File: config.mk
export PLATFORM = sky130hd
export DESIGN_NAME = l0_seq
export DESIGN_NICKNAME = d
export VERILOG_FILES = /design/src/rtl/l0_seq.sv
export SDC_FILE = /design/constraint.sdc
export NUM_CORES = 1
export LEC_CHECK = 0
export ABC_AREA = 1
export BUFFER_PORTS_ARGS = -buffer_cell sky130_fd_sc_hd__buf_4
export CORE_MARGIN = 4
export CORE_UTILIZATION = 58
export CTS_CLUSTER_DIAMETER = 120
export CTS_CLUSTER_SIZE = 8
export DETAILED_ROUTE_END_ITERATION = 16
export PLACE_DENSITY = 0.86
export REMOVE_ABC_BUFFERS = 1
export SYNTH_ARGS = -nofsm -noshare
export SYNTH_HDL_FRONTEND = slang
export SYNTH_SLANG_ARGS = --single-unit
File: constraint.sdc
create_clock -name clk -period 2.2 [get_ports clk]
set_input_delay 0.66 -clock clk [delete_from_list [all_inputs] [get_ports clk]]
set_output_delay 0.66 -clock clk [all_outputs]
set_load 0.03 [all_outputs]
File: src/rtl/l0_seq.sv
`default_nettype none
// ============================================================================
//  Module   : l0_seq
//  Purpose  : Sequencer for the L0 row-staggered input buffer. Streams a
//             block of activation vectors from SRAM into L0, drains them into
//             the systolic array, waits out the per-row read skew, then
//             pulses done.
//  Revision : 1.0  initial release
// ============================================================================
module l0_seq #(
  parameter int row    = 8,    // L0 rows; sets the flush length
  parameter int bw     = 4,    // activation width, sanity-checked only
  parameter int depth  = 64,   // L0 FIFO depth; largest legal num_vec
  parameter int addr_w = 11    // activation SRAM address width
) (
  input  logic              clk,
  input  logic              reset,        // asynchronous, active-low
  input  logic              start,
  input  logic [addr_w-1:0] base_addr,
  input  logic [6:0]        num_vec,
  input  logic              array_ready,
  input  logic              l0_full,
  input  logic              l0_ready,
  output logic              sram_cen,
  output logic [addr_w-1:0] sram_addr,
  output logic              l0_wr,
  output logic              l0_rd,
  output logic              busy,
  output logic              done,
  output logic              err
);

  localparam int                 flush_w    = $clog2(row + 1);
  localparam logic [6:0]         depth_v    = 7'(depth);
  localparam logic [flush_w-1:0] flush_last = flush_w'(row - 1);

  // Elaboration-time sanity checks on the parameter set.
  if (bw < 1 || row < 1 || depth < 1 || depth > 127 || addr_w < 7) begin : g_param_check
    $error("l0_seq: illegal parameter combination");
  end

  typedef enum logic [2:0] {
    S_IDLE  = 3'd0,
    S_LOAD  = 3'd1,
    S_WAIT  = 3'd2,
    S_DRAIN = 3'd3,
    S_FLUSH = 3'd4,
    S_DONE  = 3'd5
  } state_t;

  state_t              state;
  state_t              nxt_state;
  logic [addr_w-1:0]   base_q;
  logic [6:0]          num_q;
  logic [6:0]          issued;
  logic [6:0]          drained;
  logic [flush_w-1:0]  flush_cnt;

  logic                accept;
  logic                issue;
  logic                drain;
  logic [6:0]          num_clamped;
  logic [addr_w-1:0]   issue_addr;

  // Oversized requests are clamped to what L0 can physically hold.
  assign num_clamped = (num_vec > depth_v) ? depth_v : num_vec;

  // On the accepting edge the captured registers are not loaded yet, so the
  // first address comes straight from the port; afterwards from the capture.
  assign issue_addr = accept ? base_addr : (base_q + addr_w'(issued));

  assign busy = (state != S_IDLE);

  // Next-state decode plus the per-cycle issue/drain decisions. Because the
  // strobes are registered, the ready flags seen on an edge decide the
  // strobes driven during the following cycle.
  always_comb begin
    nxt_state = state;
    accept    = 1'b0;
    issue     = 1'b0;
    drain     = 1'b0;
    case (state)
      S_IDLE: begin
        if (start) begin
          accept = 1'b1;
          if (num_clamped == 7'd0) begin
            nxt_state = S_DONE;
          end else begin
            nxt_state = S_LOAD;
            issue     = l0_ready;
          end
        end
      end
      S_LOAD: begin
        if (issued == num_q) begin
          nxt_state = S_WAIT;
        end else begin
          issue = l0_ready;
        end
      end
      S_WAIT: begin
        // Final write lands this cycle; at least one vector is pending.
        nxt_state = S_DRAIN;
        drain     = array_ready;
      end
      S_DRAIN: begin
        if (drained == num_q) begin
          nxt_state = S_FLUSH;
        end else begin
          drain = array_ready;
        end
      end
      S_FLUSH: begin
        if (flush_cnt == flush_last) begin
          nxt_state = S_DONE;
        end
      end
      S_DONE: begin
        nxt_state = S_IDLE;
      end
      default: begin
        nxt_state = S_IDLE;
      end
    endcase
  end

  // State register, captured command and the progress counters.
  always_ff @(posedge clk or negedge reset) begin
    if (!reset) begin
      state     <= S_IDLE;
      base_q    <= '0;
      num_q     <= '0;
      issued    <= '0;
      drained   <= '0;
      flush_cnt <= '0;
    end else begin
      state <= nxt_state;
      if (accept) begin
        base_q  <= base_addr;
        num_q   <= num_clamped;
        issued  <= {6'd0, issue};
        drained <= '0;
      end else begin
        if (issue) begin
          issued <= issued + 7'd1;
        end
        if (drain) begin
          drained <= drained + 7'd1;
        end
      end
      flush_cnt <= (state == S_FLUSH) ? flush_cnt + flush_w'(1) : '0;
    end
  end

  // Registered outputs: SRAM port, L0 strobes, done pulse and sticky error.
  always_ff @(posedge clk or negedge reset) begin
    if (!reset) begin
      sram_cen  <= 1'b1;
      sram_addr <= '0;
      l0_wr     <= 1'b0;
      l0_rd     <= 1'b0;
      done      <= 1'b0;
      err       <= 1'b0;
    end else begin
      sram_cen <= ~issue;
      if (issue) begin
        sram_addr <= issue_addr;
      end
      // One-cycle SRAM latency: write follows its read by exactly one cycle.
      l0_wr <= ~sram_cen;
      l0_rd <= drain;
      done  <= (nxt_state == S_DONE);
      if (accept) begin
        err <= 1'b0;
      end else if (l0_wr && l0_full) begin
        err <= 1'b1;
      end
    end
  end

endmodule
`default_nettype wire

==> impl_metrics.py, run 1 <==
metrics = {
    "drt": {
        "wire_per_inst_microns": 12.71,
        "via_per_inst": 5.251,
        "drt_iter0_markers": 146,
        "vias": 2762,
        "drc": 0,
        "antenna_left": 0,
        "wl_microns": 6683,
        "drt-pass1-iter-count": 4,
    },
    "grt": {
        "grt_max_degree": 56,
        "gr-total-overflow": 0,
        "grt_pass1_vias": 2675,
        "grt_use_total_pct": 22.38,
        "grt_pass1_wl_microns": 11720,
        "antenna_found_initial": 0,
    },
    "finish": {
        "n_fill_cell": 407,
        "syn2layout_area_growth_pct": 13.77,
        "final_area_sq_um": 3587,
        "finalNonFillerCells": 526,
        "final_layout_size_suffix_gt1_share_pct": 14.25,
        "fin_nets": 490,
        "finish.utilization_pct": 69.35,
        "n_antenna_cell": 0,
        "final_cell_mix": "nand2_1, dfrtp_1, inv_1, buf_4, nand3_1",
        "layout_commonest_cell": "nand2_1",
    },
    "placed_design": {
        "dp_hpwl_microns": 4791,
        "dp_slack_ns": 0.3104,
        "place_area_sq_um": 3487,
        "placed_cells": 518,
        "place_congestion": 0.8374,
        "io_buffers": 40,
    },
    "synth": {
        "synth.area.top_cells": "dfrtp_1, nand2_1, nand3_1",
        "syn_area_per_cell_sq_um": 7.561,
        "yosysSeqAreaShare_pct": 43.69,
        "synth_top_cell_by_area": "dfrtp_1",
        "yosys_warnings": 0,
        "ys_ff_latch": 55,
        "synth_area_sq_um": 3153,
        "ys_types": 32,
        "synth_top_area_share_pct": 42.86,
        "netlist_instances": 417,
    },
    "pwr": {
        "power.density_nw_per_um2": 665.6,
        "peakVddDrop_uv": 479.5,
        "power.leakage_nw": 2.044,
    },
    "clock_tree": {
        "cts_hold_buf": 0,
        "cts_buffer_depth": 2,
        "post_cts_buffers": 0,
        "post_cts_resized": 0,
        "clkLatencyLatePin_ns": 0.31,
        "clkTransAtPathRegs_ns": 0.10,
        "clock-sinks": 55,
        "numCtsBuffers": 5,
        "htreeDepth": 2,
        "cts_tree": "built",
        "clockRootBuffer": "clkbuf_8",
    },
    "timing": {
        "worst_pin_slew_ns": 0.6889,
        "fmax_mhz": 521.1,
        "finalSetupViolations": 0,
        "fin_crit_ns": 1.919,
        "clock-skew-final_ns": 0.003179,
        "fin_setup_tns_ns": 0,
        "slew_headroom_pct": 54.07,
        "finalMaxSlewViolations": 0,
        "fin_ws_ns": 0.2811,
        "min_period_over_period_pct": 87.22,
        "hold_violations": 0,
        "rsz0062_at_grt": "no",
    },
    "critical_path": {
        "r2r_slack_ns": 0.28,
        "rr_endpoint": "sram_addr[10]",
        "end_kind": "flop",
        "r2r-start": "issued[0]",
        "crit_fanout": 5,
        "cp.arrival_ns": 2.13,
        "path_class": "flop to flop",
        "reg2reg_depth": 13,
        "crit_path_start_kind": "flop",
        "worst_ep_required_time_ns": 2.41,
    },
    "run_status": {
        "status": "complete, no violations",
    },
    "floorplanning": {
        "num_rows": 26,
        "fp.dieH_microns": 81.73,
        "start_util_pct": 60.96,
        "fp.dieW_microns": 81.73,
        "dieArea_sq_um": 6680,
        "io_pins": 41,
        "core_area_sq_um": 5172,
    },
    "hold_path": {
        "min_path_type": "input pin to async pin",
    },
    "job": {
        "maxCapViolations": 0,
    },
}
==> Yosys cell counts, drive strengths merged <==
cell / instances
nor2: 26
o21ai: 13
clkbuf: 1
dfstp: 1
ha: 10
a21oi: 6
xnor2: 10
xor2: 8
nand3b: 5
nand2: 154
nand3: 40
nor3: 2
a22o: 1
o22ai: 1
buf: 11
dfrtp: 54
or2: 2
a21boi: 1
o211ai: 1
inv: 52
nand4: 14
o21a: 1
fa: 1
nor3b: 1
o31ai: 1
==> layer usage <==
layer / track usage, % / routed length [microns] / share of wire [%] / vias up
met1: 28.19 / 2964 / 44 / 1302
met4: 6.811 / 90 / 1.3 / 0
met2: 39.01 / 3288 / 49 / 61
li1: - / - / - / 1390
met3: 4.057 / 339 / 5.1 / 9
met5: 0 / 0 / 0 / -
==> stage by stage <==
| step | total power, W | hold slack [ns] |
|---|---|---|
| 2_1_floorplan | 0.001577 | 0.3644 |
| 3_3_place_gp | 0.001758 | 0.4162 |
| 3_5_place_dp | 0.001788 | 0.4328 |
| 4_1_cts | 0.002399 | 0.4142 |
| 5_1_grt | 0.002527 | 0.4361 |
| 6_report | 0.002388 | 0.3776 |
==> registers in the layout, summed over array words and instances (netlist names) <==
signal     flops
err            1
l0_wr          1
sram_cen       1
drained        7
sram_addr     11
issued         7
flush_cnt      4
base_q        11
done           1
num_q          7
l0_rd          1
state          3
==> logic make-up after synthesis <==
group                    after synthesis  share of synthesized area [%]
buffers and inverters                 64                          8.611
flip-flops                            55                          43.69
adder cells (fa/ha/maj)               11                          4.603
AND/OR/NAND/NOR                      244                          33.65
XOR/XNOR                              18                          5.000
AO/OA/AOI/OAI                         25                          4.445
==> critical path: stages (launching register included) <==
cell	delay, ns
dfrtp_1	0.44
ha_1	0.20
inv_1	0.05
fa_1	0.38
inv_1	0.08
nand3_1	0.06
nand2_1	0.14
nand2_1	0.08
nand2_1	0.10
nand2_1	0.05
nand2_1	0.05
nand3_1	0.06
nand2_1	0.06
nand2_1	0.05
==> worst max-delay path by stage <==
stage	end	slack, ns	start	cells after the start
3_3_place_gp	sram_addr[10]	0.37	issued[0]	13
2_1_floorplan	state[2]	0.15	start	5
4_1_cts	sram_addr[10]	0.29	issued[0]	13
3_5_place_dp	sram_addr[10]	0.31	issued[0]	13
5_1_grt	sram_addr[10]	0.09	issued[0]	13
6_report	sram_addr[10]	0.28	issued[0]	13
==> report_power, final <==
part,total (W),leakage [nW],internal [W],switching [W]
combinational,0.000583,1.29,0.000244,0.000339
sequential,0.00119,0.700,0.00109,0.0000975
clock,0.000619,0.0515,0.000288,0.000330
total,0.00239,2.04,0.00162,0.000767
==> cell type report <==
cell class,instances,area [sq um],share of cell area [%]
Clock buffer,8,100.1,2.790
Inverter,52,195.2,5.441
Multi-Input combinational cell,298,1504,41.93
Tap cell,70,87.58,2.442
Timing Repair Buffer,43,322.8,8.999
Sequential cell,55,1378,38.40
Note: power is estimated with default switching activity, not from simulation.
==> run 2, diff against run 1 <==
--- a/config.mk
+++ b/config.mk
@@ -13,6 +13,7 @@
 export CTS_CLUSTER_SIZE = 8
 export DETAILED_ROUTE_END_ITERATION = 16
 export PLACE_DENSITY = 0.86
+export RECOVER_POWER = 25
 export REMOVE_ABC_BUFFERS = 1
 export SYNTH_ARGS = -nofsm -noshare
 export SYNTH_HDL_FRONTEND = slang
==> run 2 against run 1 <==
Setup slack better by 0.0026 ns. Register-to-register slack about the same. Worst hold slack better by 0.077 ns. Clock power about the same. Die area unchanged. Highest routed layer unchanged. First-iteration DRC count up 4.1%. Non-clock buffer count unchanged.
==> impl_metrics.py, run 2 (same netlist as run 1, synthesis figures left out) <==
metrics = {
    "timing": {
        "clock-skew-final_ns": 0.003157,
        "fin_crit_ns": 1.916,
        "slew_headroom_pct": 10.06,
        "finalMaxSlewViolations": 0,
        "fin_setup_tns_ns": 0,
        "fmax_mhz": 521.9,
        "min_period_over_period_pct": 87.10,
        "rsz0062_at_grt": "no",
        "hold_violations": 0,
        "finalSetupViolations": 0,
        "worst_pin_slew_ns": 1.349,
    },
    "drt": {
        "drc": 0,
        "wire_per_inst_microns": 12.70,
        "drt-pass1-iter-count": 4,
        "via_per_inst": 5.241,
        "drt_iter0_markers": 152,
        "antenna_left": 0,
        "vias": 2757,
        "wl_microns": 6681,
    },
    "finish": {
        "final_cell_mix": "nand2_1, dfrtp_1, inv_1, buf_4, nand3_1",
        "n_antenna_cell": 0,
        "fin_nets": 490,
        "finish.utilization_pct": 69.30,
        "reg.largest.list": "base_q (11), sram_addr (11)",
        "layout_commonest_cell": "nand2_1",
        "final_layout_size_suffix_gt1_share_pct": 14.04,
        "syn2layout_area_growth_pct": 13.69,
    },
    "critical_path": {
        "worst_ep_required_time_ns": 2.41,
        "critPathCapture": "sram_addr[10]",
        "slowest_delay_ns": 0.44,
        "rr_endpoint": "sram_addr[10]",
        "path_class": "flop to flop",
        "path_cells": "ha_1, inv_1, fa_1, inv_1, nand3_1, nand2_1, nand2_1, nand2_1, nand2_1, nand2_1, nand3_1, nand2_1, nand2_1",
        "cp_common_cell": "nand2_1",
        "r2r-start": "issued[0]",
        "cp.arrival_ns": 2.13,
        "crit_fanout": 5,
        "end_kind": "flop",
        "setup.worst_path.start": "issued[0]",
        "cpMaxStageDelayCell": "dfrtp_1",
        "r2r_slack_ns": 0.28,
        "crit_path_start_kind": "flop",
        "reg2reg_depth": 13,
    },
    "clock_tree": {
        "numCtsBuffers": 5,
        "htreeDepth": 2,
        "post_cts_resized": 0,
        "clockRootBuffer": "clkbuf_8",
        "clkLatencyLatePin_ns": 0.31,
        "clock-sinks": 55,
        "clkTransAtPathRegs_ns": 0.10,
        "cts_tree": "built",
        "post_cts_buffers": 0,
        "cts_buffer_depth": 2,
        "cts_hold_buf": 0,
    },
    "pwr": {
        "swShare_pct": 32.14,
        "seqPwrFrac_pct": 49.7,
        "p_sw_w": 0.0007670,
        "power.leakage_nw": 2.042,
        "power_frac_clock_pct": 25.9,
        "combPwrFrac_pct": 24.4,
        "internal_power_w": 0.001619,
        "power_w": 0.002386,
        "peakVddDrop_uv": 479.5,
        "power.density_nw_per_um2": 665.7,
    },
    "placed_design": {
        "dp_hpwl_microns": 4791,
        "io_buffers": 40,
        "place_congestion": 0.8374,
    },
    "floorplanning": {
        "start_util_pct": 60.96,
        "fp.dieH_microns": 81.73,
        "fp.dieW_microns": 81.73,
        "dieArea_sq_um": 6680,
        "io_pins": 41,
        "num_rows": 26,
        "core_area_sq_um": 5172,
    },
    "grt": {
        "gr-total-overflow": 0,
        "grt_use_total_pct": 22.38,
        "grt_pass1_wl_microns": 11720,
        "grt_pass1_vias": 2675,
        "antenna_found_initial": 0,
        "grt_max_degree": 56,
    },
    "run_status": {
        "status": "complete, no violations",
    },
    "job": {
        "maxCapViolations": 0,
    },
    "hold_path": {
        "min_path_type": "flop to flop",
    },
}
[run 2: cell count changes in the layout (fill, tap and decap cells not counted)]
cell | previous run | this run
buf_4 | 43 | 42
clkbuf_2 | 0 | 1
dfstp_1 | 0 | 1
dfstp_2 | 1 | 0
[run 2: cell type report]
cell class / instances / area, sq um
tap: 70 / 87.58
multi-input combinational: 298 / 1504
timing repair buffer: 43 / 320.3
inverter: 52 / 195.2
clock buffer: 8 / 100.1
fill: 408 / 1588
sequential: 55 / 1378
[run 2: worst min-delay path by stage]
stage	startpoint	endpoint	slack (ns)	depth (start not counted)
floorplan	reset	base_q[0]	0.36	0
global placement	sram_cen	l0_wr	0.42	1
detailed placement	sram_cen	l0_wr	0.43	1
CTS	reset	sram_addr[4]	0.41	1
global route	sram_cen	l0_wr	0.48	1
finish	sram_cen	l0_wr	0.45	1
[run 2: per-stage QoR]
stage / hold slack (ns) / instance area (sq um) / setup WS, ns / std cells
finish: 0.4547 / 3585 / 0.2838 / 526
detailed placement: 0.4328 / 3487 / 0.3104 / 518
floorplan: 0.3644 / 3077 / 0.1458 / 405
CTS: 0.4142 / 3587 / 0.2914 / 526
global placement: 0.4162 / 3487 / 0.3735 / 518
global route: 0.4751 / 3585 / 0.09426 / 526
[run 2: routing by layer]
| layer | routed length [microns] | track usage [%] | part of all wire, % |
|---|---|---|---|
| met2 | 3287 | 39.01 | 49 |
| met5 | 0 | 0 | 0 |
| met3 | 326 | 4.057 | 4.9 |
| met4 | 90 | 6.811 | 1.3 |
| met1 | 2976 | 28.19 | 45 |
[run 2: critical path, delay by kind of cell (launching register included)]
| family | cells | cell delay [ns] |
|---|---|---|
| DFF | 1 | 0.44 |
| and+or+nand+nor | 9 | 0.65 |
| buffers and inverters | 2 | 0.13 |
| adders and majority gates | 2 | 0.58 |
[run 2: power by group through the flow]
stage,registers (W),clock network (W),logic [W]
4_1_cts,0.00118,0.000626,0.000589
5_1_grt,0.00120,0.000673,0.000656
6_report,0.00119,0.000619,0.000582
2_1_floorplan,0.00127,0,0.000310
3_5_place_dp,0.00120,0,0.000584
3_3_place_gp,0.00120,0,0.000557
